[src/rtl/fetch_pkg.sv]
// Shared types and default constants for the fetch stage.
package fetch_pkg;

    typedef enum logic [1:0] {
        IDLE  = 2'd0,
        FETCH = 2'd1,
        ISSUE = 2'd2,
        HALT  = 2'd3
    } state_e;

    localparam logic [15:0] DEFAULT_RESET_PC = 16'h0000;
    localparam int          DEFAULT_TIMEOUT  = 64;
    localparam int          DEFAULT_CNT_W    = 7;

endpackage

[src/rtl/fetch_timer.sv]
// Fetch-wait counter: counts FETCH cycles without a memory response.
module fetch_timer #(
    parameter int CNT_W   = 7,
    parameter int TIMEOUT = 64
) (
    input  logic clk,
    input  logic rst,
    input  logic clr,
    input  logic en,
    output logic expired
);

    logic [CNT_W-1:0] count_q;
    logic [CNT_W-1:0] count_d;

    always_comb begin
        count_d = count_q;
        if (clr) begin
            count_d = '0;
        end else if (en) begin
            count_d = count_q + 1'b1;
        end
    end

    always_ff @(posedge clk or posedge rst) begin
        if (rst) begin
            count_q <= '0;
        end else begin
            count_q <= count_d;
        end
    end

    // Expired marks the last FETCH cycle the stage may wait.
    assign expired = (count_q == CNT_W'(TIMEOUT - 1));

endmodule

[src/rtl/fetch_unit.sv]
// Fetch stage: owns the architectural PC, fetches over req/valid imem and
// issues each instruction to decode with a stall handshake.
module fetch_unit
    import fetch_pkg::*;
#(
    parameter logic [15:0] RESET_PC = DEFAULT_RESET_PC,
    parameter int          TIMEOUT  = DEFAULT_TIMEOUT,
    parameter int          CNT_W    = DEFAULT_CNT_W
) (
    input  logic        clk,
    input  logic        rst,
    input  logic [15:0] pc_next,
    input  logic        halt_decoded,
    input  logic        stall_in,
    input  logic [15:0] imem_rdata,
    input  logic        imem_valid,
    output logic        imem_req,
    output logic [15:0] imem_addr,
    output logic [15:0] pc_cur,
    output logic [15:0] instr,
    output logic        instr_valid,
    output logic        halted,
    output logic        fetch_err,
    output logic [15:0] retired
);

    state_e      state_q, state_d;
    logic [15:0] pc_q, pc_d;
    logic [15:0] instr_q, instr_d;
    logic        err_q, err_d;
    logic [15:0] retired_q, retired_d;
    logic        timer_clr, timer_en, timer_expired;

    fetch_timer #(
        .CNT_W   (CNT_W),
        .TIMEOUT (TIMEOUT)
    ) u_timer (
        .clk     (clk),
        .rst     (rst),
        .clr     (timer_clr),
        .en      (timer_en),
        .expired (timer_expired)
    );

    always_comb begin
        state_d   = state_q;
        pc_d      = pc_q;
        instr_d   = instr_q;
        err_d     = err_q;
        retired_d = retired_q;
        timer_clr = 1'b0;
        timer_en  = 1'b0;
        case (state_q)
            IDLE: begin
                timer_clr = 1'b1;
                state_d   = FETCH;
            end
            FETCH: begin
                // A response on the timeout cycle still wins.
                if (imem_valid) begin
                    instr_d = imem_rdata;
                    state_d = ISSUE;
                end else if (timer_expired) begin
                    err_d   = 1'b1;
                    state_d = HALT;
                end else begin
                    timer_en = 1'b1;
                end
            end
            ISSUE: begin
                if (!stall_in) begin
                    retired_d = retired_q + 16'd1;
                    if (halt_decoded) begin
                        state_d = HALT;
                    end else if (pc_next[0]) begin
                        err_d   = 1'b1;
                        state_d = HALT;
                    end else begin
                        pc_d      = pc_next;
                        timer_clr = 1'b1;
                        state_d   = FETCH;
                    end
                end
            end
            HALT: begin
                state_d = HALT;
            end
            default: state_d = IDLE;
        endcase
    end

    always_ff @(posedge clk or posedge rst) begin
        if (rst) begin
            state_q   <= IDLE;
            pc_q      <= RESET_PC;
            instr_q   <= 16'h0000;
            err_q     <= 1'b0;
            retired_q <= 16'h0000;
        end else begin
            state_q   <= state_d;
            pc_q      <= pc_d;
            instr_q   <= instr_d;
            err_q     <= err_d;
            retired_q <= retired_d;
        end
    end

    assign imem_req    = (state_q == FETCH);
    assign instr_valid = (state_q == ISSUE);
    assign halted      = (state_q == HALT);
    assign imem_addr   = pc_q;
    assign pc_cur      = pc_q;
    assign instr       = instr_q;
    assign fetch_err   = err_q;
    assign retired     = retired_q;

endmodule

[config.mk]
export PLATFORM = sky130hd
export DESIGN_NAME = fetch_unit
export DESIGN_NICKNAME = d
export VERILOG_FILES = /design/src/rtl/fetch_pkg.sv /design/src/rtl/fetch_timer.sv /design/src/rtl/fetch_unit.sv
export SDC_FILE = /design/constraint.sdc
export NUM_CORES = 1
export LEC_CHECK = 0
export CAP_MARGIN = 25
export CORE_ASPECT_RATIO = 1.5
export CORE_MARGIN = 8
export CORE_UTILIZATION = 38
export DETAILED_ROUTE_END_ITERATION = 8
export GPL_TIMING_DRIVEN = 0
export PLACE_DENSITY_LB_ADDON = 0.05
export SYNTH_ARGS = -nofsm -noshare
export SYNTH_HDL_FRONTEND = slang
export SYNTH_HIERARCHICAL = 1
export SYNTH_SLANG_ARGS = --single-unit
[constraint.sdc]
create_clock -name clk -period 2.1 [get_ports clk]
set_input_delay 0.21 -clock clk [delete_from_list [all_inputs] [get_ports clk]]
set_output_delay 0.21 -clock clk [all_outputs]
set_load 0.05 [all_outputs]
==> metrics list <==
* PnR worst setup slack: 118 ps
* Initial Utilization: 39.0%
* Total negative setup slack: 0 ps
- Sequential cells were found to cover 56.8% of the synthesized design area.
- The multi-input combinational cells in the finished layout cover a total of 933 um2.
* Number of clock sinks: 57
* Vertical die dimension: 116 um
- STA classifies the critical path endpoint as a register.
- The setup path with the least slack is of type register to register.
- In this run, distinct cell masters in the synthesized netlist total 34.
- Per-cell via count in the routed design: 4.74
- In this run the cell area of the synthesized design comes to 2510 um2.
* Max capacitance violation total: 0
- Final max-slew violation count: 0
- Post-detail-place hpwl: 4690 um
* Cells traversed along the worst timing path: or3b_4 > or3_1 > buf_6 > buf_12 > a21oi_4 > nor2_1
- Largest area contributor in the netlist: sky130_fd_sc_hd__dfrtp_1
- In the final design database the tool counted 348 nets.
- By area the synthesized netlist is led by sky130_fd_sc_hd__dfrtp_1, sky130_fd_sc_hd__mux2_2, sky130_fd_sc_hd__mux2_4.
* Syn avg cell area: 13.2 um2
* Worst hold-check path type: primary input to asynchronous set/reset pin
- Share of layout cells above drive strength 1: 25.2%
- Clock transition at the register clock pins on the worst setup and hold paths after CTS: 60 ps
- Number of primary I/O pins: 105
* Cell with the largest stage delay on the worst path: sky130_fd_sc_hd__dfrtp_2
- The final layout contains routed wiring with a total length of 6060 um.
- STA classifies the critical path startpoint as a register.
- The number of antenna violations at the first check in global routing is 0.
- Highest clock frequency the design can meet: 0.505 GHz
* Detailed-router iteration count before antenna repair: 4
- Placed cell count: 370
- The number of antenna diodes in the final layout is 0.
* CTS max path bufs: 2
* Final RePlAce weighted congestion: 0.734
- Flip-flop and latch count after synthesis: 57
* Number of enable-type register cells in the synthesized netlist: 0
* DR iter-0 viols: 51
* Global-route wire length before repair: 10000 um
* Flip-flop cell with the highest count after synthesis: sky130_fd_sc_hd__dfrtp_1
- Worst path max stage delay: 430 ps
- Synthesis produced a netlist whose cell count is 190.
* Synthesis Warnings: 6
- Reg2Reg Capture Point: u_timer/count_q[4]$_DFFE_PP0P_
- Worst Tran Pin Value: 559 ps
- The sequential cells in the finished layout cover a total of 1430 um2.
- In this run the number of H-tree levels came out at 3.
* Arrival time of the worst setup path: 2190 ps
- The die covers 9520 um2.
- After layout, the minimum clock period comes to 1980 ps.
- Cells fill 60.5% of the core in the end.
* Final-report setup violation count: 0
- CP max FO: 10
* Vias in the first global route: 1937
* Result of the run: completed
- Global routing finished with a remaining overflow of 0.
- Share of async-settable or async-resettable flops after synthesis: 100%
- The placed instances occupy a cell area of 3660 um2.
- Placement Rows: 36
- Number of nets with antenna violations after detailed routing: 0
- TritonCTS created 9 clock buffers.
- In the routed design, unresolved DRC markers number 0.
- IR analysis of the VDD net gives a maximum drop of 0.000744 V.
* Pleak: 0.00180 uW
* Max-slew headroom at the worst pin: 62.7%
* Post-route insts no fill: 390
- For the worst setup path, the data required time is 2300 ps.
- Worst clock skew: 7.21 ps
- The worst register-to-register path begins at state_q[0]$_DFFE_PP0P_.
- CTS placed an instance of sky130_fd_sc_hd__clkbuf_8 at the clock tree root.
* Clock Latency Late Sink: 330 ps
* Layout fillers: 572
* Pre-CTS worst setup slack: -522 ps
- Area share of the leading cell type in the synthesized netlist: 56.8%
- Measured in cells, the most critical reg-to-reg path has a length of 6.
* Via total after detailed routing: 1849
- The final hold violation count was 0.
- Floorplan die width: 82.4 um
- Global routing used 13.9% of the available tracks across all layers.
* Part of the cycle the worst path needs: 94.4%
- Layout Cell Area excl Fill: 3900 um2
- TritonCTS built the clock tree.
* Port Buffers: 102
* Core Box Area: 6440 um2
- Setup repair after global routing left no endpoint under its margin.
- Dividing total power by cell area gives a power density of 873 nW/um2.
- Setup slack of the most critical reg-to-reg path: 120 ps
- Routed length per instance: 15.5 um
- Largest net degree at the start of global routing: 27
* Signed area change from the synthesized netlist to the final layout: 55.1%
-- kinds of logic (layout without fill, tap and decap cells) --
kind of cell             Yosys count  after routing  synth area share, %
AO/OA/AOI/OAI                      7              7                 1.54
XOR/XNOR                          19             19                 6.62
adder cells (fa/ha/maj)            2              2                0.996
buffers and inverters             24            147                 7.07
flip-flops                        57             57                 56.8
multiplexers                      33             33                 16.1
other                              1              2                0.149
AND/OR/NAND/NOR                   47             47                 10.8
-- where the power goes --
part	total [uW]	switching, uW	internal [uW]
Sequential	1330	96.9	1230
Combinational	1090	661	430
Clock	984	407	578
-- cells in the final DEF, fill, tap and decap left out, types with 2 or more instances in the layout --
cell type,instances
sky130_fd_sc_hd__clkdlybuf4s50_1,100
sky130_fd_sc_hd__dfrtp_1,54
sky130_fd_sc_hd__mux2_2,23
sky130_fd_sc_hd__buf_4,21
sky130_fd_sc_hd__xnor2_1,11
sky130_fd_sc_hd__clkbuf_8,10
sky130_fd_sc_hd__nand2_1,9
sky130_fd_sc_hd__mux2_4,9
sky130_fd_sc_hd__nor2_1,8
sky130_fd_sc_hd__xor2_1,8
sky130_fd_sc_hd__nand4_1,6
sky130_fd_sc_hd__clkbuf_1,4
sky130_fd_sc_hd__nand3_1,4
sky130_fd_sc_hd__or3_1,3
sky130_fd_sc_hd__inv_1,3
sky130_fd_sc_hd__nor3_1,3
sky130_fd_sc_hd__dfrtp_2,3
sky130_fd_sc_hd__buf_12,2
sky130_fd_sc_hd__nor3b_1,2
sky130_fd_sc_hd__ha_1,2
sky130_fd_sc_hd__conb_1,2
sky130_fd_sc_hd__clkinv_2,2
sky130_fd_sc_hd__o21ai_0,2
sky130_fd_sc_hd__a21oi_1,2
-- flip-flops by register name (all words and copies together) (netlist names) --
register and flops:
fetch_err 1, instr 16, state_q 2, retired 16
imem_addr 15, u_timer/count_q 7
-- cell type report --
class,count,area share [%]
buffer,20,4.17
timing repair buffer,107,27.5
multi-input combinational,110,23.9
inverter,4,0.385
clock inverter,3,1.03
clock buffer,13,3.82
tap,76,2.44
sequential,57,36.7
-- synth_stat cells, drive strengths merged, types with 3 or more instances --
master,instances
a21oi,3
buf,19
dfrtp,57
inv,4
mux2,32
nand2,9
nand3,4
nand4,7
nor2,8
nor3,3
nor3b,3
or3,3
xnor2,11
xor2,8
-- metrics by stage --
stage | hold slack [ps] | total power [uW]
floorplan | 13.4 | 2040
global placement | 447 | 2430
detailed placement | 460 | 2450
CTS | 164 | 3460
global route | 193 | 3570
finish | 170 | 3400
-- how the worst max path moves through the flow --
stage | startpoint | to | slack [ps] | depth (start not counted)
after floorplan | retired[1]$_DFFE_PP0P_ | retired[12]$_DFFE_PP0P_ | 10 | 5
after global placement | rst | retired[0]$_DFFE_PP0P_ | -560 | 2
after detailed placement | stall_in | u_timer/count_q[4]$_DFFE_PP0P_ | -520 | 7
after CTS | state_q[0]$_DFFE_PP0P_ | u_timer/count_q[2]$_DFFE_PP0P_ | 10 | 6
after global routing | state_q[1]$_DFFE_PP0P_ | u_timer/count_q[2]$_DFFE_PP0P_ | 20 | 6
final | state_q[0]$_DFFE_PP0P_ | u_timer/count_q[4]$_DFFE_PP0P_ | 120 | 6
-- critical path, delay by kind of cell (launching register included) --
kind                   cells  cell delay (ps)
buffers and inverters      2              310
DFF                        1              430
AOI/OAI and AO/OA          1              240
and+or+nand+nor            3              880
-- routing by layer --
metal,part of all wire [%],track usage [%],up-vias,wire length [um]
met3,7.3,4.66,9,444
li1,-,-,873,-
met1,39,16.2,904,2350
met2,52,21.8,63,3160
met5,0,0,-,0
met4,1.8,7.06,0,112
-- repair_timing --
item | 4_1_cts | 5_1_grt
setup buffers | 0 | 4
hold buffers | 0 | 0
gates resized for setup | 4 | 3
hold endpoints to repair | 0 | 0
endpoints found under the setup margin | 8 | 14
pin swaps | 0 | 2
(Power assumes the default switching activity.)
